$ cat src/rtl/branch_pkg.sv
// Shared funct3 encodings and branch-kind decode for the branch resolution stage.
package branch_pkg;

  localparam logic [2:0] F3_BEQ  = 3'b000;
  localparam logic [2:0] F3_BNE  = 3'b001;
  localparam logic [2:0] F3_BLT  = 3'b100;
  localparam logic [2:0] F3_BGE  = 3'b101;
  localparam logic [2:0] F3_BLTU = 3'b110;
  localparam logic [2:0] F3_BGEU = 3'b111;

  typedef enum logic [2:0] {
    BK_EQ,
    BK_NE,
    BK_LT,
    BK_GE,
    BK_LTU,
    BK_GEU,
    BK_ILLEGAL
  } branch_kind_e;

  // 010 and 011 have no conditional-branch meaning and fall to BK_ILLEGAL.
  function automatic branch_kind_e decode_kind(input logic [2:0] f3);
    case (f3)
      F3_BEQ:  return BK_EQ;
      F3_BNE:  return BK_NE;
      F3_BLT:  return BK_LT;
      F3_BGE:  return BK_GE;
      F3_BLTU: return BK_LTU;
      F3_BGEU: return BK_GEU;
      default: return BK_ILLEGAL;
    endcase
  endfunction

endpackage

$ cat src/rtl/branch_cmp.sv
// Combinational operand comparator: equality, signed and unsigned less-than.
module branch_cmp #(
  parameter int XLEN = 32
) (
  input  logic [XLEN-1:0] src1,
  input  logic [XLEN-1:0] src2,
  output logic            eq,
  output logic            lt,
  output logic            ltu
);

  logic [XLEN:0] diff;

  assign diff = {1'b0, src1} - {1'b0, src2};
  assign ltu  = diff[XLEN];
  // The low XLEN bits of the difference are zero exactly when the operands match.
  assign eq   = (diff[XLEN-1:0] == '0);
  assign lt   = (src1[XLEN-1] == src2[XLEN-1]) ? ltu : src1[XLEN-1];

endmodule

$ cat src/rtl/branch_resolve_unit.sv
// Registered branch resolution stage with valid/ready output and flush.
// Optional statistics counters are built when BRANCH_STATS_EN is defined.
module branch_resolve_unit
  import branch_pkg::*;
#(
  parameter int XLEN  = 32,
  parameter int CNT_W = 32
) (
  input  logic             clk,
  input  logic             rst,
  input  logic             in_valid,
  output logic             in_ready,
  input  logic [2:0]       funct3,
  input  logic [XLEN-1:0]  src1,
  input  logic [XLEN-1:0]  src2,
  input  logic             pred_taken,
  input  logic             flush,
  output logic             out_valid,
  input  logic             out_ready,
  output logic             out_taken,
  output logic             out_mispredict,
`ifdef BRANCH_STATS_EN
  output logic [CNT_W-1:0] stat_branches,
  output logic [CNT_W-1:0] stat_mispredicts,
`endif
  output logic             out_illegal
);

  if (XLEN < 2 || CNT_W < 1) begin : g_param_check
    $error("branch_resolve_unit: XLEN must be >= 2 and CNT_W >= 1");
  end

  logic         eq, lt, ltu;
  branch_kind_e kind;
  logic         res_taken, res_illegal, res_mispredict;
  logic         accept, done;

  branch_cmp #(.XLEN(XLEN)) u_cmp (
    .src1 (src1),
    .src2 (src2),
    .eq   (eq),
    .lt   (lt),
    .ltu  (ltu)
  );

  assign kind = decode_kind(funct3);

  always_comb begin
    res_taken   = 1'b0;
    res_illegal = 1'b0;
    case (kind)
      BK_EQ:   res_taken = eq;
      BK_NE:   res_taken = !eq;
      BK_LT:   res_taken = lt;
      BK_GE:   res_taken = !lt;
      BK_LTU:  res_taken = ltu;
      BK_GEU:  res_taken = !ltu;
      default: res_illegal = 1'b1;
    endcase
    res_mispredict = !res_illegal && (res_taken != pred_taken);
  end

  // Handshake: a transfer happens on a rising edge where valid and ready are
  // both high; valid never waits on ready, and the held payload stays stable
  // while out_valid is high and out_ready is low.
  assign in_ready = !out_valid || out_ready;
  assign accept   = in_valid && in_ready && !flush;
  assign done     = out_valid && out_ready;

  always_ff @(posedge clk) begin
    if (rst) begin
      out_valid      <= 1'b0;
      out_taken      <= 1'b0;
      out_mispredict <= 1'b0;
      out_illegal    <= 1'b0;
    end else begin
      if (flush)       out_valid <= 1'b0;
      else if (accept) out_valid <= 1'b1;
      else if (done)   out_valid <= 1'b0;

      if (accept) begin
        out_taken      <= res_taken;
        out_mispredict <= res_mispredict;
        out_illegal    <= res_illegal;
      end
    end
  end

`ifdef BRANCH_STATS_EN
  // A handshake in a flush cycle still completes, so counting ignores flush.
  always_ff @(posedge clk) begin
    if (rst) begin
      stat_branches    <= '0;
      stat_mispredicts <= '0;
    end else if (done && !out_illegal) begin
      if (stat_branches != '1)
        stat_branches <= stat_branches + CNT_W'(1);
      if (out_mispredict && stat_mispredicts != '1)
        stat_mispredicts <= stat_mispredicts + CNT_W'(1);
    end
  end
`endif

endmodule

$ cat config.mk
export PLATFORM = sky130hd
export DESIGN_NAME = branch_resolve_unit
export DESIGN_NICKNAME = d
export VERILOG_FILES = /design/src/rtl/branch_pkg.sv /design/src/rtl/branch_cmp.sv /design/src/rtl/branch_resolve_unit.sv
export SDC_FILE = /design/constraint.sdc
export NUM_CORES = 1
export LEC_CHECK = 0
export CORE_ASPECT_RATIO = 1.75
export CORE_UTILIZATION = 47
export DETAILED_ROUTE_END_ITERATION = 10
export HOLD_SLACK_MARGIN = 0.02
export PLACE_DENSITY = 0.81
export RECOVER_POWER = 25
export SYNTH_ARGS = -nofsm -noshare
export SYNTH_HDL_FRONTEND = slang
export SYNTH_HIERARCHICAL = 1
export SYNTH_SLANG_ARGS = --single-unit
$ cat constraint.sdc
create_clock -name clk -period 6.1 [get_ports clk]
set_input_delay 1.83 -clock clk [delete_from_list [all_inputs] [get_ports clk]]
set_output_delay 1.83 -clock clk [all_outputs]
set_load 0.02 [all_outputs]
* Word-level counts from Yosys, hierarchy flattened *
Index checks and enable logic that the tools add are counted.

storage, ports and cells
  register bits = 4
  input bits = 73
  word-level logic and storage cells = 39

cells by class
  $add $sub $neg = 1
  eq/ne operators = 12
  mux-type cells = 6
  reduce and logical (&&, ||, !) cells = 16

operators with widths
  kind                  count
  $sub A32 B32 Y33      1
  $logic_not A32 Y1     1
  $eq A3 B3 Y1 const B  6
  $pmux W3 S6           1
  $eq A3 B1 Y1 const B  2
  $eq A3 B2 Y1 const B  2
  $logic_not A3 Y1      2
  $pmux W1 S6           1
  $reduce_or A6 Y1      1
  $logic_not A1 Y1      5
  $logic_and A1 B1 Y1   4
  $mux W1               4
  $reduce_bool A2 Y1    1
  $reduce_or A2 Y1      1
  $eq A1 B1 Y1          1
  $logic_or A1 B1 Y1    1
  $ne A1 B1 Y1          1

* Longest topological paths before layout *
Gate-level depths: netlist of the first run.

  word-level depth = 6
  mapped depth = 17

* Hierarchy *
Netlist of the first run, hierarchy kept.

by module, submodules not included
  module               instances  cells an instance  area each (um^2)  sequential area each (um^2)
  branch_cmp           1          318                2,134.5           0.0
  branch_resolve_unit  1          35                 300.3             80.1

* Worst setup path before layout of the first run *
No wires, ideal clock.

  kind = input -> register
  from = input src1[0]
  to = register out_mispredict
  arrival time = 5.134 ns
  data required time = 6.027 ns
  setup slack = 0.893 ns
  stages on the path = 17
  path buffers = 0
  cells stage by stage = inv_1 -> ha_1 -> fa_1 -> and2b_4 -> o31ai_4 -> a21o_2 -> o31ai_1 -> a22oi_1 -> xnor2_1 -> nor3_1 -> nand4_1 -> nor4_2 -> mux2i_1 -> or3b_1 -> a21oi_2 -> or4_1 -> o211ai_2

on the way
  cells in the longest elaborated chain, start to end = 6

RTL lines
  item                     line                       text
  start, declared          branch_resolve_unit.sv:14  input logic [XLEN-1:0] src1,
  $sub A32 B32 Y33 (*)     branch_cmp.sv:14           assign diff = {1'b0, src1} - {1'b0, src2};
  $logic_not A32 Y1 (*)    branch_cmp.sv:17           assign eq = (diff[XLEN-1:0] == '0);
  net eq                   branch_resolve_unit.sv:33  logic eq, lt, ltu;
  $logic_not A1 Y1         branch_resolve_unit.sv:53  BK_NE: res_taken = !eq;
  $pmux W1 S6 (*)          branch_resolve_unit.sv:51  case (kind)
  $ne A1 B1 Y1 (*)         branch_resolve_unit.sv:60  res_mispredict = !res_illegal && (res_taken != pred_taken);
  $logic_and A1 B1 Y1 (*)  branch_resolve_unit.sv:60
  end signal, assigned     branch_resolve_unit.sv:83  out_mispredict <= res_mispredict;
  end, declared            branch_resolve_unit.sv:21  output logic out_mispredict,

The timed path passes the listed nets; every way through them passes the cells marked *.
A chain may end at the register's enable or synchronous reset.

* Worst setup path after layout of the first run *
Same ends and word-level chain as after synthesis.

==> impl_metrics.csv, run 1 <==
group,metric,value,unit
outcome,status,"finished, final reports clean",
power_and_ir_drop,p_comb_frac,0.785,
logic_synthesis,ys_dominant_reg_cell,"dfxtp_1",
timing,max_slew_margin,0.676,
power_and_ir_drop,cellLeakagePower,1.44,nW
power_and_ir_drop,ir_worst_vdd,0.136,mV
finish,diodes,0,
timing,drv_slew,0,
global_route,grt_pass1_vias,2943,
route,drtPass1Iterations,4,
placed_design,dp_hpwl,5.99,mm
logic_synthesis,ys_ff_latch,4,
clock_network,cts.sinks,4,
hold_path,hold-path-cell-count,2,
clock_network,clockRootBuffer,"clkbuf_8",
finish,final_net_count,537,
hold_path,min_to,"out_taken",
timing,clock_skew,0.00115,ns
floorplanning,die_w,56.4,um
setup_path,critPathMaxFanout,4,
power_and_ir_drop,p_sw,0.172,mW
route,vias,2898,
global_route,grt_max_degree,12,
route,ant_nets,0,
clock_network,clock_latency,0.21,ns
global_route,track_usage,0.257,
logic_synthesis,synthTopCellsByArea,"ha_1 17%, inv_1 6.8%, a21oi_1 6.4%",
logic_synthesis,ys_seq_area_frac,0.0329,
route,via_per_inst,6.02,
route,drt_iter0_drc,89,
timing,finalCriticalPeriod,5.80,ns
clock_network,numCtsBuffers,3,
setup_path,critPathLaunchType,"input pin",
global_route,overflow,0,
logic_synthesis,synth_commonest_cells,"44 x inv_1, 34 x ha_1, 31 x a21oi_1",
timing,clock.fmax,0.172,GHz
clock_network,post_cts_resized,0,
timing,worst_slew_pin_slew,0.481,ns
logic_synthesis,synth-edff-count,0,
finish,drive_gt1_frac,0.0796,
timing,setup_viol,0,
logic_synthesis,ys_warn_count,6,
route,drc,0,
setup_path,r2r_cells,4,
setup_path,crit_required,6.24,ns
finish,multi_input_area,2130,um^2
logic_synthesis,ys_async_sr_fraction,0,
route,wl_per_cell,14.6,um
finish,fillers,475,
logic_synthesis,synthCells,353,
power_and_ir_drop,sw_frac_of_total,0.448,
clock_network,clkTransAtPathRegs,0.03,ns
power_and_ir_drop,pwr-share-seq,0.073,
timing,fin_tns_setup,0,ns
power_and_ir_drop,p_per_area,117,nW/um^2
finish,synthToLayoutAreaGrowth,34.9,%
power_and_ir_drop,power.share.clock,0.142,
logic_synthesis,synth_top_area_frac,0.175,
logic_synthesis,synth.distinct_cells,67,
hold_path,hp-class,"reg -> reg",
setup_path,end_kind,"register",
global_route,grt_pass1_wl,11.9,mm
setup_path,rr_endpoint,"out_mispredict",
floorplanning,die_h,97.2,um
floorplanning,core,4980,um^2
logic_synthesis,syn-num-nets,461,
floorplanning,io-pin-count,78,
setup_path,critPathArrivalTime,5.94,ns
timing,period_share,0.951,
setup_path,rr_startpoint,"out_valid",
floorplanning,die-area,5480,um^2
clock_network,cts_max_path_buffers,2,
timing,grt_setup_unrepaired,"no",
clock_network,post_cts_buffers,0,
clock_network,htree_levels,1,
timing,setup_slack,0.299,ns
route,postRouteWirelength,7.01,mm
clock_network,cts_tree,"built",
placed_design,post-place-ws,0.0718,ns
setup_path,critPathKind,"in -> reg",
placed_design,io_buffers,77,
hold_path,min-delay-start,"out_taken",
setup_path,r2r_slack,4.71,ns
floorplanning,rows,34,
logic_synthesis,post-synth-top-count-cell,"inv_1",
flow_run,max_cap_violations,0,
logic_synthesis,yosysTopAreaCell,"ha_1",
logic_synthesis,syn-cell-area,2430,um^2
global_route,antenna_found_initial,0,
logic_synthesis,syn_area_per_cell,6.90,um^2
clock_network,cts-hold-fix-buffers,0,
floorplanning,start_util,0.489,
timing,hold_viol,0,
finish,seqCellArea,80.1,um^2
placed_design,place.gp.congestion,0.943,
power_and_ir_drop,intPower,0.212,mW
## worst max-delay path, stage by stage
cell and delay [ns]:
clkdlybuf4s50_1 0.46, inv_1 0.04, ha_1 0.23, fa_1 0.41
and2b_4 0.28, o31ai_4 0.07, a21o_2 0.23, o31ai_1 0.45
a22oi_1 0.20, xnor2_1 0.16, nor3_1 0.22, nand4_1 0.14
nor4_2 0.26, mux2i_1 0.11, or3b_1 0.19, a21oi_2 0.07
or4_1 0.52, o211ai_2 0.08
## cell type report
type,instances,area share
Multi-Input combinational cell,295,0.648
Tap cell,54,0.0206
Clock buffer,3,0.0126
Sequential cell,4,0.0244
Inverter,44,0.0503
Timing Repair Buffer,81,0.244
## cells in the final DEF, fill, tap and decap left out, types with 3 or more instances in the layout
cell,netlist,final
xnor2_1,7,7
a31oi_1,4,4
nor4_1,3,3
nand2_1,29,29
ha_1,34,34
xor2_1,8,8
a22oi_1,3,3
o21ai_1,3,3
a2111oi_2,3,3
inv_1,44,44
nor2b_1,3,3
a21oi_1,31,31
nor3_1,13,13
buf_4,0,4
or3_1,3,3
a211oi_1,7,7
a21o_1,5,5
clkdlybuf4s50_1,0,76
o211a_1,3,3
dfxtp_1,4,4
o211ai_1,6,6
o31ai_1,4,4
a21oi_2,3,3
nor4_2,3,3
nor2_1,30,30
mux2i_1,7,7
a21o_2,3,3
o21ai_0,15,15
nand3_1,9,9
nand3b_1,4,4
clkbuf_8,2,3
a221oi_1,3,3
nand4_1,7,7
## power by group through the flow
| stage | clock network (mW) | registers [mW] | logic, mW |
|---|---|---|---|
| 6_report | 0.0545 | 0.0282 | 0.301 |
| 5_1_grt | 0.0579 | 0.0283 | 0.331 |
| 4_1_cts | 0.0561 | 0.0282 | 0.298 |
| 3_5_place_dp | 0 | 0.0285 | 0.297 |
| 3_3_place_gp | 0 | 0.0285 | 0.292 |
| 2_1_floorplan | 0 | 0.0300 | 0.199 |
## flip-flops by register name, indices dropped and copies added (netlist names)
signal          count
out_illegal         1
out_mispredict      1
out_taken           1
out_valid           1
## metal layers
layer	track usage	share of wire	up-vias
met2	0.504	0.55	91
li1	-	-	1456
met4	0.131	0.049	0
met5	0	0	-
met1	0.259	0.38	1320
met3	0.0200	0.027	31
## how the worst max path moves through the flow
stage	from	end
after CTS	src1[0]	out_mispredict
after floorplan	src1[0]	out_mispredict
final	src1[0]	out_mispredict
after global placement	src1[0]	out_mispredict
after global routing	src1[0]	out_mispredict
after detailed placement	src1[0]	out_mispredict
## metrics by stage
stage / util / hold slack (ns) / area (um^2) / std cells / power [mW]
finish: 0.660 / 0.458 / 3280 / 481 / 0.384
global route: 0.660 / 0.483 / 3280 / 481 / 0.417
CTS: 0.660 / 0.459 / 3280 / 481 / 0.383
detailed placement: 0.652 / 0.456 / 3240 / 478 / 0.325
global placement: 0.652 / 0.443 / 3240 / 478 / 0.320
floorplan: - / 0.524 / 2430 / 353 / 0.229
## logic make-up after synthesis
logic type | count (synthesis) | synth area share
buf+inv | 54 | 0.0925
compound gates | 115 | 0.342
flops | 4 | 0.0329
xor+xnor | 15 | 0.0540
mux | 7 | 0.0288
simple gates | 123 | 0.267
fa+ha+maj | 35 | 0.183
(Power assumes the default switching activity.)
==> run 2: changes to the inputs <==
Settings changed: TNS_END_PERCENT set to 10.
==> results of run 2 <==
Final layout, timing and power as in run 1 (identical DEF).
